## config.mk

```make
export PLATFORM = sky130hd
export DESIGN_NAME = csr_mtrap_unit
export DESIGN_NICKNAME = d
export VERILOG_FILES = /design/src/rtl/csr_mtrap_unit.sv
export SDC_FILE = /design/constraint.sdc
export NUM_CORES = 1
export LEC_CHECK = 0
export CELL_PAD_IN_SITES_DETAIL_PLACEMENT = 0
export CELL_PAD_IN_SITES_GLOBAL_PLACEMENT = 1
export CORE_UTILIZATION = 46
export CTS_BUF_LIST = sky130_fd_sc_hd__clkbuf_4
export CTS_CLUSTER_SIZE = 28
export DETAILED_ROUTE_END_ITERATION = 8
export PLACE_DENSITY_LB_ADDON = 0.1
export SETUP_SLACK_MARGIN = 0.02
export SLEW_MARGIN = 10
export SYNTH_ARGS = -nofsm -noshare
export SYNTH_HDL_FRONTEND = slang
export SYNTH_SLANG_ARGS = --single-unit
```

## constraint.sdc

```tcl
create_clock -name clk -period 20.4 [get_ports clk]
set_clock_uncertainty 0.15 [all_clocks]
set_input_delay 4.08 -clock clk [delete_from_list [all_inputs] [get_ports clk]]
set_output_delay 4.08 -clock clk [all_outputs]
set_load 0.005 [all_outputs]
```

## src/rtl/csr_mtrap_unit.sv

```systemverilog
// csr_mtrap_unit: machine-mode CSR file with an integrated trap controller
// for a single-issue RV32 core.
//
// Optional feature: define CSR_CYCLE_EN to implement the 64-bit mcycle/mcycleh
// counter at 0xB00/0xB80. Without it those addresses are unimplemented.
//
// Ports:
//   clk, rst         clock; asynchronous active-high reset
//   raddr/rdata      combinational CSR read (read-before-write), 0 if unimplemented
//   illegal          unimplemented read address, or an op to a read-only/unimplemented waddr
//   csr_op/waddr/wdata  CSR write/set/clear request
//   exc_*            synchronous exception request, cause, PC and trap value
//   mret             mret retiring this cycle
//   int_ok           instruction boundary where an interrupt may be taken
//   irq_in           asynchronous level-sensitive interrupt lines
//   irq_pending      |(mip & mie) & mstatus.MIE
//   redirect_valid/redirect_pc  registered one-cycle PC redirect to fetch
//   mstatus_mie      current mstatus.MIE
module csr_mtrap_unit #(
    parameter int          XLEN        = 32,
    parameter int          NUM_IRQ     = 4,
    parameter logic [31:0] MTVEC_RESET = 32'h0000_0000,
    parameter int          SYNC_STAGES = 2
) (
    input  logic               clk,
    input  logic               rst,
    input  logic [11:0]        raddr,
    output logic [XLEN-1:0]    rdata,
    output logic               illegal,
    input  logic [1:0]         csr_op,
    input  logic [11:0]        waddr,
    input  logic [XLEN-1:0]    wdata,
    input  logic               exc_valid,
    input  logic [3:0]         exc_code,
    input  logic [XLEN-1:0]    exc_pc,
    input  logic [XLEN-1:0]    exc_tval,
    input  logic               mret,
    input  logic               int_ok,
    input  logic [NUM_IRQ-1:0] irq_in,
    output logic               irq_pending,
    output logic               redirect_valid,
    output logic [XLEN-1:0]    redirect_pc,
    output logic               mstatus_mie
);

    localparam logic [11:0] A_MSTATUS  = 12'h300;
    localparam logic [11:0] A_MIE      = 12'h304;
    localparam logic [11:0] A_MTVEC    = 12'h305;
    localparam logic [11:0] A_MSCRATCH = 12'h340;
    localparam logic [11:0] A_MEPC     = 12'h341;
    localparam logic [11:0] A_MCAUSE   = 12'h342;
    localparam logic [11:0] A_MTVAL    = 12'h343;
    localparam logic [11:0] A_MIP      = 12'h344;
`ifdef CSR_CYCLE_EN
    localparam logic [11:0] A_MCYCLE   = 12'hB00;
    localparam logic [11:0] A_MCYCLEH  = 12'hB80;
`endif

    logic               mie_b_q, mie_b_d;   // mstatus.MIE
    logic               mpie_q, mpie_d;     // mstatus.MPIE
    logic [NUM_IRQ-1:0] mie_q, mie_d;
    logic [31:0]        mtvec_q, mtvec_d;
    logic [31:0]        mscratch_q, mscratch_d;
    logic [31:0]        mepc_q, mepc_d;
    logic [31:0]        mcause_q, mcause_d;
    logic [31:0]        mtval_q, mtval_d;
    logic               rv_q, rv_d;
    logic [31:0]        rpc_q, rpc_d;
    logic [NUM_IRQ-1:0] sync_q [SYNC_STAGES];
`ifdef CSR_CYCLE_EN
    logic [63:0]        mcycle_q, mcycle_d;
`endif

    logic [NUM_IRQ-1:0] mip;
    logic [31:0]        mstatus_rd, mie_rd, mip_rd;

    assign mip = sync_q[SYNC_STAGES-1];

    always_comb begin
        mstatus_rd = {19'b0, 2'b11, 3'b0, mpie_q, 3'b0, mie_b_q, 3'b0};
        mie_rd = '0;
        mie_rd[16 +: NUM_IRQ] = mie_q;
        mip_rd = '0;
        mip_rd[16 +: NUM_IRQ] = mip;
    end

    // Returns {implemented, value} for a CSR address.
    function automatic logic [32:0] csr_read(input logic [11:0] a);
        case (a)
            A_MSTATUS:  csr_read = {1'b1, mstatus_rd};
            A_MIE:      csr_read = {1'b1, mie_rd};
            A_MTVEC:    csr_read = {1'b1, mtvec_q};
            A_MSCRATCH: csr_read = {1'b1, mscratch_q};
            A_MEPC:     csr_read = {1'b1, mepc_q};
            A_MCAUSE:   csr_read = {1'b1, mcause_q};
            A_MTVAL:    csr_read = {1'b1, mtval_q};
            A_MIP:      csr_read = {1'b1, mip_rd};
`ifdef CSR_CYCLE_EN
            A_MCYCLE:   csr_read = {1'b1, mcycle_q[31:0]};
            A_MCYCLEH:  csr_read = {1'b1, mcycle_q[63:32]};
`endif
            default:    csr_read = '0;
        endcase
    endfunction

    logic [32:0] rd_r, rd_w;
    logic        wr_ok;
    logic [31:0] wval;

    always_comb begin
        rd_r  = csr_read(raddr);
        rd_w  = csr_read(waddr);
        wr_ok = rd_w[32] && (waddr != A_MIP);
        case (csr_op)
            2'b01:   wval = wdata;
            2'b10:   wval = rd_w[31:0] | wdata;
            2'b11:   wval = rd_w[31:0] & ~wdata;
            default: wval = rd_w[31:0];
        endcase
    end

    assign rdata       = rd_r[31:0];
    assign illegal     = !rd_r[32] || ((csr_op != 2'b00) && !wr_ok);
    assign mstatus_mie = mie_b_q;

    // Lowest-numbered pending and enabled line wins.
    logic [NUM_IRQ-1:0] pend;
    logic               pend_any;
    logic [4:0]         irq_code;

    always_comb begin
        pend     = mip & mie_q;
        pend_any = 1'b0;
        irq_code = 5'd16;
        for (int unsigned i = 0; i < NUM_IRQ; i++) begin
            if (pend[i] && !pend_any) begin
                pend_any = 1'b1;
                irq_code = 5'(16 + i);
            end
        end
    end

    assign irq_pending = pend_any && mie_b_q;

    always_comb begin
        mie_b_d    = mie_b_q;
        mpie_d     = mpie_q;
        mie_d      = mie_q;
        mtvec_d    = mtvec_q;
        mscratch_d = mscratch_q;
        mepc_d     = mepc_q;
        mcause_d   = mcause_q;
        mtval_d    = mtval_q;
        rv_d       = 1'b0;
        rpc_d      = rpc_q;
`ifdef CSR_CYCLE_EN
        mcycle_d   = mcycle_q + 64'd1;
`endif
        if (exc_valid) begin
            mepc_d   = exc_pc & ~32'h3;
            mcause_d = {28'b0, exc_code};
            mtval_d  = exc_tval;
            mpie_d   = mie_b_q;
            mie_b_d  = 1'b0;
            rv_d     = 1'b1;
            rpc_d    = mtvec_q & ~32'h3;
        end else if (mret) begin
            mie_b_d = mpie_q;
            mpie_d  = 1'b1;
            rv_d    = 1'b1;
            rpc_d   = mepc_q;
        end else if (irq_pending && int_ok && !rv_q) begin
            mepc_d   = exc_pc & ~32'h3;
            mcause_d = {1'b1, 26'b0, irq_code};
            mtval_d  = '0;
            mpie_d   = mie_b_q;
            mie_b_d  = 1'b0;
            rv_d     = 1'b1;
            rpc_d    = mtvec_q[0] ? ((mtvec_q & ~32'h3) + {25'b0, irq_code, 2'b00})
                                  : (mtvec_q & ~32'h3);
        end else if (csr_op != 2'b00 && wr_ok) begin
            case (waddr)
                A_MSTATUS: begin
                    mie_b_d = wval[3];
                    mpie_d  = wval[7];
                end
                A_MIE:      mie_d      = wval[16 +: NUM_IRQ];
                A_MTVEC:    mtvec_d    = wval & ~32'h2;
                A_MSCRATCH: mscratch_d = wval;
                A_MEPC:     mepc_d     = wval & ~32'h3;
                A_MCAUSE:   mcause_d   = wval;
                A_MTVAL:    mtval_d    = wval;
`ifdef CSR_CYCLE_EN
                // A write to either half replaces the increment for this edge.
                A_MCYCLE:   mcycle_d   = {mcycle_q[63:32], wval};
                A_MCYCLEH:  mcycle_d   = {wval, mcycle_q[31:0]};
`endif
                default: ;
            endcase
        end
    end

    always_ff @(posedge clk or posedge rst) begin
        if (rst) begin
            mie_b_q    <= 1'b0;
            mpie_q     <= 1'b0;
            mie_q      <= '0;
            mtvec_q    <= MTVEC_RESET & ~32'h2;
            mscratch_q <= '0;
            mepc_q     <= '0;
            mcause_q   <= '0;
            mtval_q    <= '0;
            rv_q       <= 1'b0;
            rpc_q      <= '0;
            for (int unsigned s = 0; s < SYNC_STAGES; s++) sync_q[s] <= '0;
`ifdef CSR_CYCLE_EN
            mcycle_q   <= '0;
`endif
        end else begin
            mie_b_q    <= mie_b_d;
            mpie_q     <= mpie_d;
            mie_q      <= mie_d;
            mtvec_q    <= mtvec_d;
            mscratch_q <= mscratch_d;
            mepc_q     <= mepc_d;
            mcause_q   <= mcause_d;
            mtval_q    <= mtval_d;
            rv_q       <= rv_d;
            rpc_q      <= rpc_d;
            sync_q[0]  <= irq_in;
            for (int unsigned s = 1; s < SYNC_STAGES; s++) sync_q[s] <= sync_q[s-1];
`ifdef CSR_CYCLE_EN
            mcycle_q   <= mcycle_d;
`endif
        end
    end

    assign redirect_valid = rv_q;
    assign redirect_pc    = rpc_q;

endmodule

```

### After elaboration in Yosys (flattened, before gate mapping)

Cells that the tools add are included.

* flip-flop bits (word level): 206
* output and inout port bits: 68
* logic and storage cells: 114
* input port bits: 135

* muxes and demuxes: 42
* add/sub/neg operators: 1
* reduce and logical (&&, ||, !) cells: 31
* eq/ne operators: 21
* bitwise logic cells: 7

Operators by type and width (count)
* $mux W32: 19
* $pmux W33 S8: 2
* $eq A12 B10 Y1 const B: 16
* $pmux W32 S3: 1
* $add A32 B7 Y32: 1
* $and A32 B32 Y32: 1
* $not A32 Y32: 1
* $or A32 B32 Y32: 1
* $mux W1: 18
* $reduce_and A5 Y1: 3
* $reduce_bool A3 Y1: 5
* $ne A12 B10 Y1 const B: 1
* $mux W5: 2
* $logic_and A1 B1 Y1: 9
* $reduce_and A3 Y1: 3
* $reduce_bool A4 Y1: 2
* $logic_not A1 Y1: 6
* $and A4 B4 Y4: 1
* $eq A2 B2 Y1 const B: 2
* $not A1 Y1: 3
* $eq A2 B1 Y1 const B: 1
* $ne A2 B2 Y1 const B: 1
* $reduce_and A2 Y1: 1
* $reduce_bool A2 Y1: 1
* $logic_or A1 B1 Y1: 1

### Longest topological paths before layout

* word-level depth: 17
* gate-level depth with buffers: 10
* gate-level depth less buffers: 10

### Least setup slack after synthesis

Ideal clock, no wire load.

* kind: input-to-output
* start: input raddr[11]
* end: output rdata[3]
* stages on the path: 7
* path slack: 10.500 ns
* path buffers: 2
* arrival: 5.670 ns
* path through: nor4b_1 and4bb_2 and2_1 clkbuf_1 clkbuf_1 nand2_1 o211ai_1

* longest elaborated chain between the ends: 2
* elaborated cells on any way between the ends: 9

RTL lines
* start, declared: line 27 `input logic [11:0] raddr,`
* $eq A12 B10 Y1: line 89 `case (a)`
* $pmux W33 S8 *: line 89
* end, declared: line 28 `output logic [XLEN-1:0] rdata,`

Every way passes the cells marked *; elsewhere a longest branch is shown, timed or not.

### Worst setup path in the final report

* start: input raddr[11]
* end: output rdata[7]

Same word-level chain as after synthesis.

==> metrics.md <==
| Metric | Value |
|---|---|
| Status | finished clean |
| Max Root-Sink Buffers | 3 |
| R2R Setup Slk | 16.88 ns |
| Worst path max stage delay | 0.72 ns |
| Worst EP required | 16.17 ns |
| Main combinational cell family by area after synthesis | compound AO/OA/AOI/OAI gates |
| Root Driver | clkbuf_4 |
| Grt total ovfl | 0 |
| TritonCTS buffer count | 57 |
| FF-to-FF End | redirect_pc[16] |
| Worst path cell trace | clkdlybuf4s50_1, nor4b_1, and4bb_2, nor3b_1, a222oi_1, o211ai_1, clkdlybuf4s50_1 |
| Setup repair bufs after CTS | 0 |
| CP Max Fanout | 7 |
| Io pins | 203 |
| Seq/Total Area, Yosys | 37.96% |
| Crit Path Category | primary input to output pin |
| Clock Sink Count | 202 |
| Slew @ Worst Pin | 1.189 ns |
| CTS tree | done |
| Drt first-iter violations | 1937 |
| Starting Density | 47.28% |
| Crit path launch type | primary input |
| Cts repair resizes | 0 |
| HP Start | sync_q[4] |
| Filler instances | 2630 |
| Synthesized flop and latch total | 202 |
| Pwr/cell area | 61.62 nW/µm² |
| Max_cap viols | 0 |
| CP arrival | 7.21 ns |
| Commonest non-fill, non-tap cells in the layout | 202 x dfrtp_1, 193 x clkdlybuf4s50_1, 164 x nand2_1, 96 x a21oi_1, 94 x o21ai_0 |
| Core area | 28160 µm² |
| Max Slew Vio Count | 0 |
| Leak pwr | 6.153 nW |
| Slowest CP cell | nor3b_1 |
| Asr flop ratio synth | 100.0% |
| Min-Delay Path Class | register to register |
| Most used cell, CP | clkdlybuf4s50_1 |
| Post-synth EDFFs | 0 |
| Port bufs | 198 |
| DIE AREA | 29630 µm² |
| First-pass GRT wire length | 86.86 mm |
| Ys flop type | dfrtp_1 |
| Synth unique cells | 88 |
| Clock slew at reported path FFs | 0.07 ns |
| Adder-Cell Fraction of Synth Area | 0.3383% |
| Initial antenna violation count | 1 |
| Worst slack, placed | 9.126 ns |
| Ys Warns | 0 |
| Post-layout nets | 1818 |
| Hold path depth | 0 |
| Hold_buf cts | 0 |
| DRC | 0 |
| Final hold vios | 0 |
| Setup tns final | 0 ns |
| Peak VDD IR | 36.36 µV |
| Setup WS post-layout | 8.957 ns |
| Xor and xnor area share after synthesis | 1.250% |
| Final HPWL DP | 37.15 mm |
| Mux cell area share after synthesis | 6.464% |
| Commonest non-fill, non-tap cell in the layout | dfrtp_1 |
| Synthesized cell area | 13320 µm² |
| Remaining antenna violation count after routing | 0 |
| R2R cell count | 10 |
| Placer Congestion | 0.9809 |
| Post-Synthesis Cells | 1536 |
| Final Cycle Share | 56.09% |
| Hold_ws | 0.2058 ns |
| H-tree Lvls | 2 |
| Multi-input gate area | 7689 µm² |
| Clk_lat worst skew | 0.72 ns |
| CP Capture Type | output pin |
| Max-Slew Margin vs Limit | 20.03% |
| Simple-gate share of the synthesized area | 18.17% |
| Gr usage total | 39.87% |
| Via density | 6.970 |
| Worst r2r src | mie_q[2] |
| Peak Freq | 0.08739 GHz |
| Largest net degree at the start of global routing | 129 |
| Chip Height | 172.1 µm |
| DR vias | 14640 |
| Chip width | 172.1 µm |
| DRT Pass-1 Iters | 6 |
| WL/cell | 27.95 µm |
| WL final | 58.70 mm |
| Final Setup Violations | 0 |
| Hold Path End | mip[0] |
| Mapped Avg Cell Area | 8.670 µm² |
| Compound-Gate Fraction of Synth Area | 30.77% |
| Layout cells sized above 1 | 12.38% |
| Area grow syn2layout | 21.57% |
| Sequential Area | 5055 µm² |
| Rows | 61 |
| RSZ-0062 raised after global routing | no |
| Vias in the first global route | 13890 |
| Min cycle time layout | 11.44 ns |
## critical path: cells and delay by family
family,cells,cell delay (ns)
and+or+nand+nor,3,1.62
buffers and inverters,2,0.99
AOI/OAI and AO/OA,2,0.52
## area by class of cell
class                      count  share of cell area [%]
tap                          378                   2.921
clock inverter                24                  0.7960
sequential                   202                   31.22
antenna                        1                 0.01546
clock buffer                  76                   3.524
multi-input combinational   1175                   47.49
timing repair buffer         233                   13.73
inverter                      11                  0.3014
## per-layer routing
layer / track usage (%) / wire length, µm / share of wire [%] / up-vias
li1: - / - / - / 6243
met1: 54.59 / 23320 / 40 / 7017
met4: 17.66 / 2581 / 4.4 / 0
met2: 58.40 / 24610 / 42 / 1172
met5: 0 / 0 / 0 / -
met3: 11.22 / 8181 / 14 / 204
## logic make-up after synthesis
logic type,after synthesis
AOI/OAI and AO/OA,604
and+or+nand+nor,480
DFF,202
buffers and inverters,160
muxes,67
xor gates and xnor gates,19
adders and majority gates,3
other,1
## report_power, final
group	internal (W)	switching [W]	total (W)
Combinational	0.0000764	0.0000953	0.000172
Sequential	0.000422	0.0000272	0.000450
Clock	0.000186	0.000191	0.000376
Total	0.000684	0.000313	0.000998
## sequential cells by signal, indices dropped and copies added, names as in the netlist
register,count
redirect_valid,1
mtvec_q,31
mpie_q,1
mie_q,4
redirect_pc,30
mepc_q,30
sync_q,4
mcause_q,32
mip,4
mtval_q,32
mstatus_mie,1
mscratch_q,32
## worst max path at each step
stage          startpoint       end  slack, ns
4_1_cts         raddr[11]  rdata[7]       9.10
5_1_grt          raddr[4]  rdata[7]       8.86
2_1_floorplan   raddr[11]  rdata[3]      10.50
3_5_place_dp    raddr[11]  rdata[7]       9.13
6_report        raddr[11]  rdata[7]       8.96
3_3_place_gp    raddr[11]  rdata[7]       9.09
## cells in the mapped netlist (all sizes together) (40+ instances only)
cell / n / share of area (%)
nand3: 69 / 2.6
a22oi: 63 / 3.6
o211ai: 43 / 2.7
o31ai: 61 / 3.6
nor3: 42 / 1.7
dfrtp: 202 / 38
nor2: 85 / 2.4
clkbuf: 110 / 3.1
nand2: 168 / 4.8
o21ai: 171 / 6.4
a31oi: 40 / 1.9
a21oi: 97 / 3.6
mux2i: 41 / 3.1
## per-stage QoR
step	total power, W	std cells	utilization, %	area (µm²)
6_report	0.0009976	2100	57.48	16190
5_1_grt	0.001035	2100	57.48	16190
4_1_cts	0.0009942	2099	57.47	16190
3_5_place_dp	0.0006227	1999	54.99	15490
3_3_place_gp	0.0006197	1999	54.99	15490
2_1_floorplan	0.0005394	1537	-	13320
Note: power is estimated with default switching activity, not from simulation.
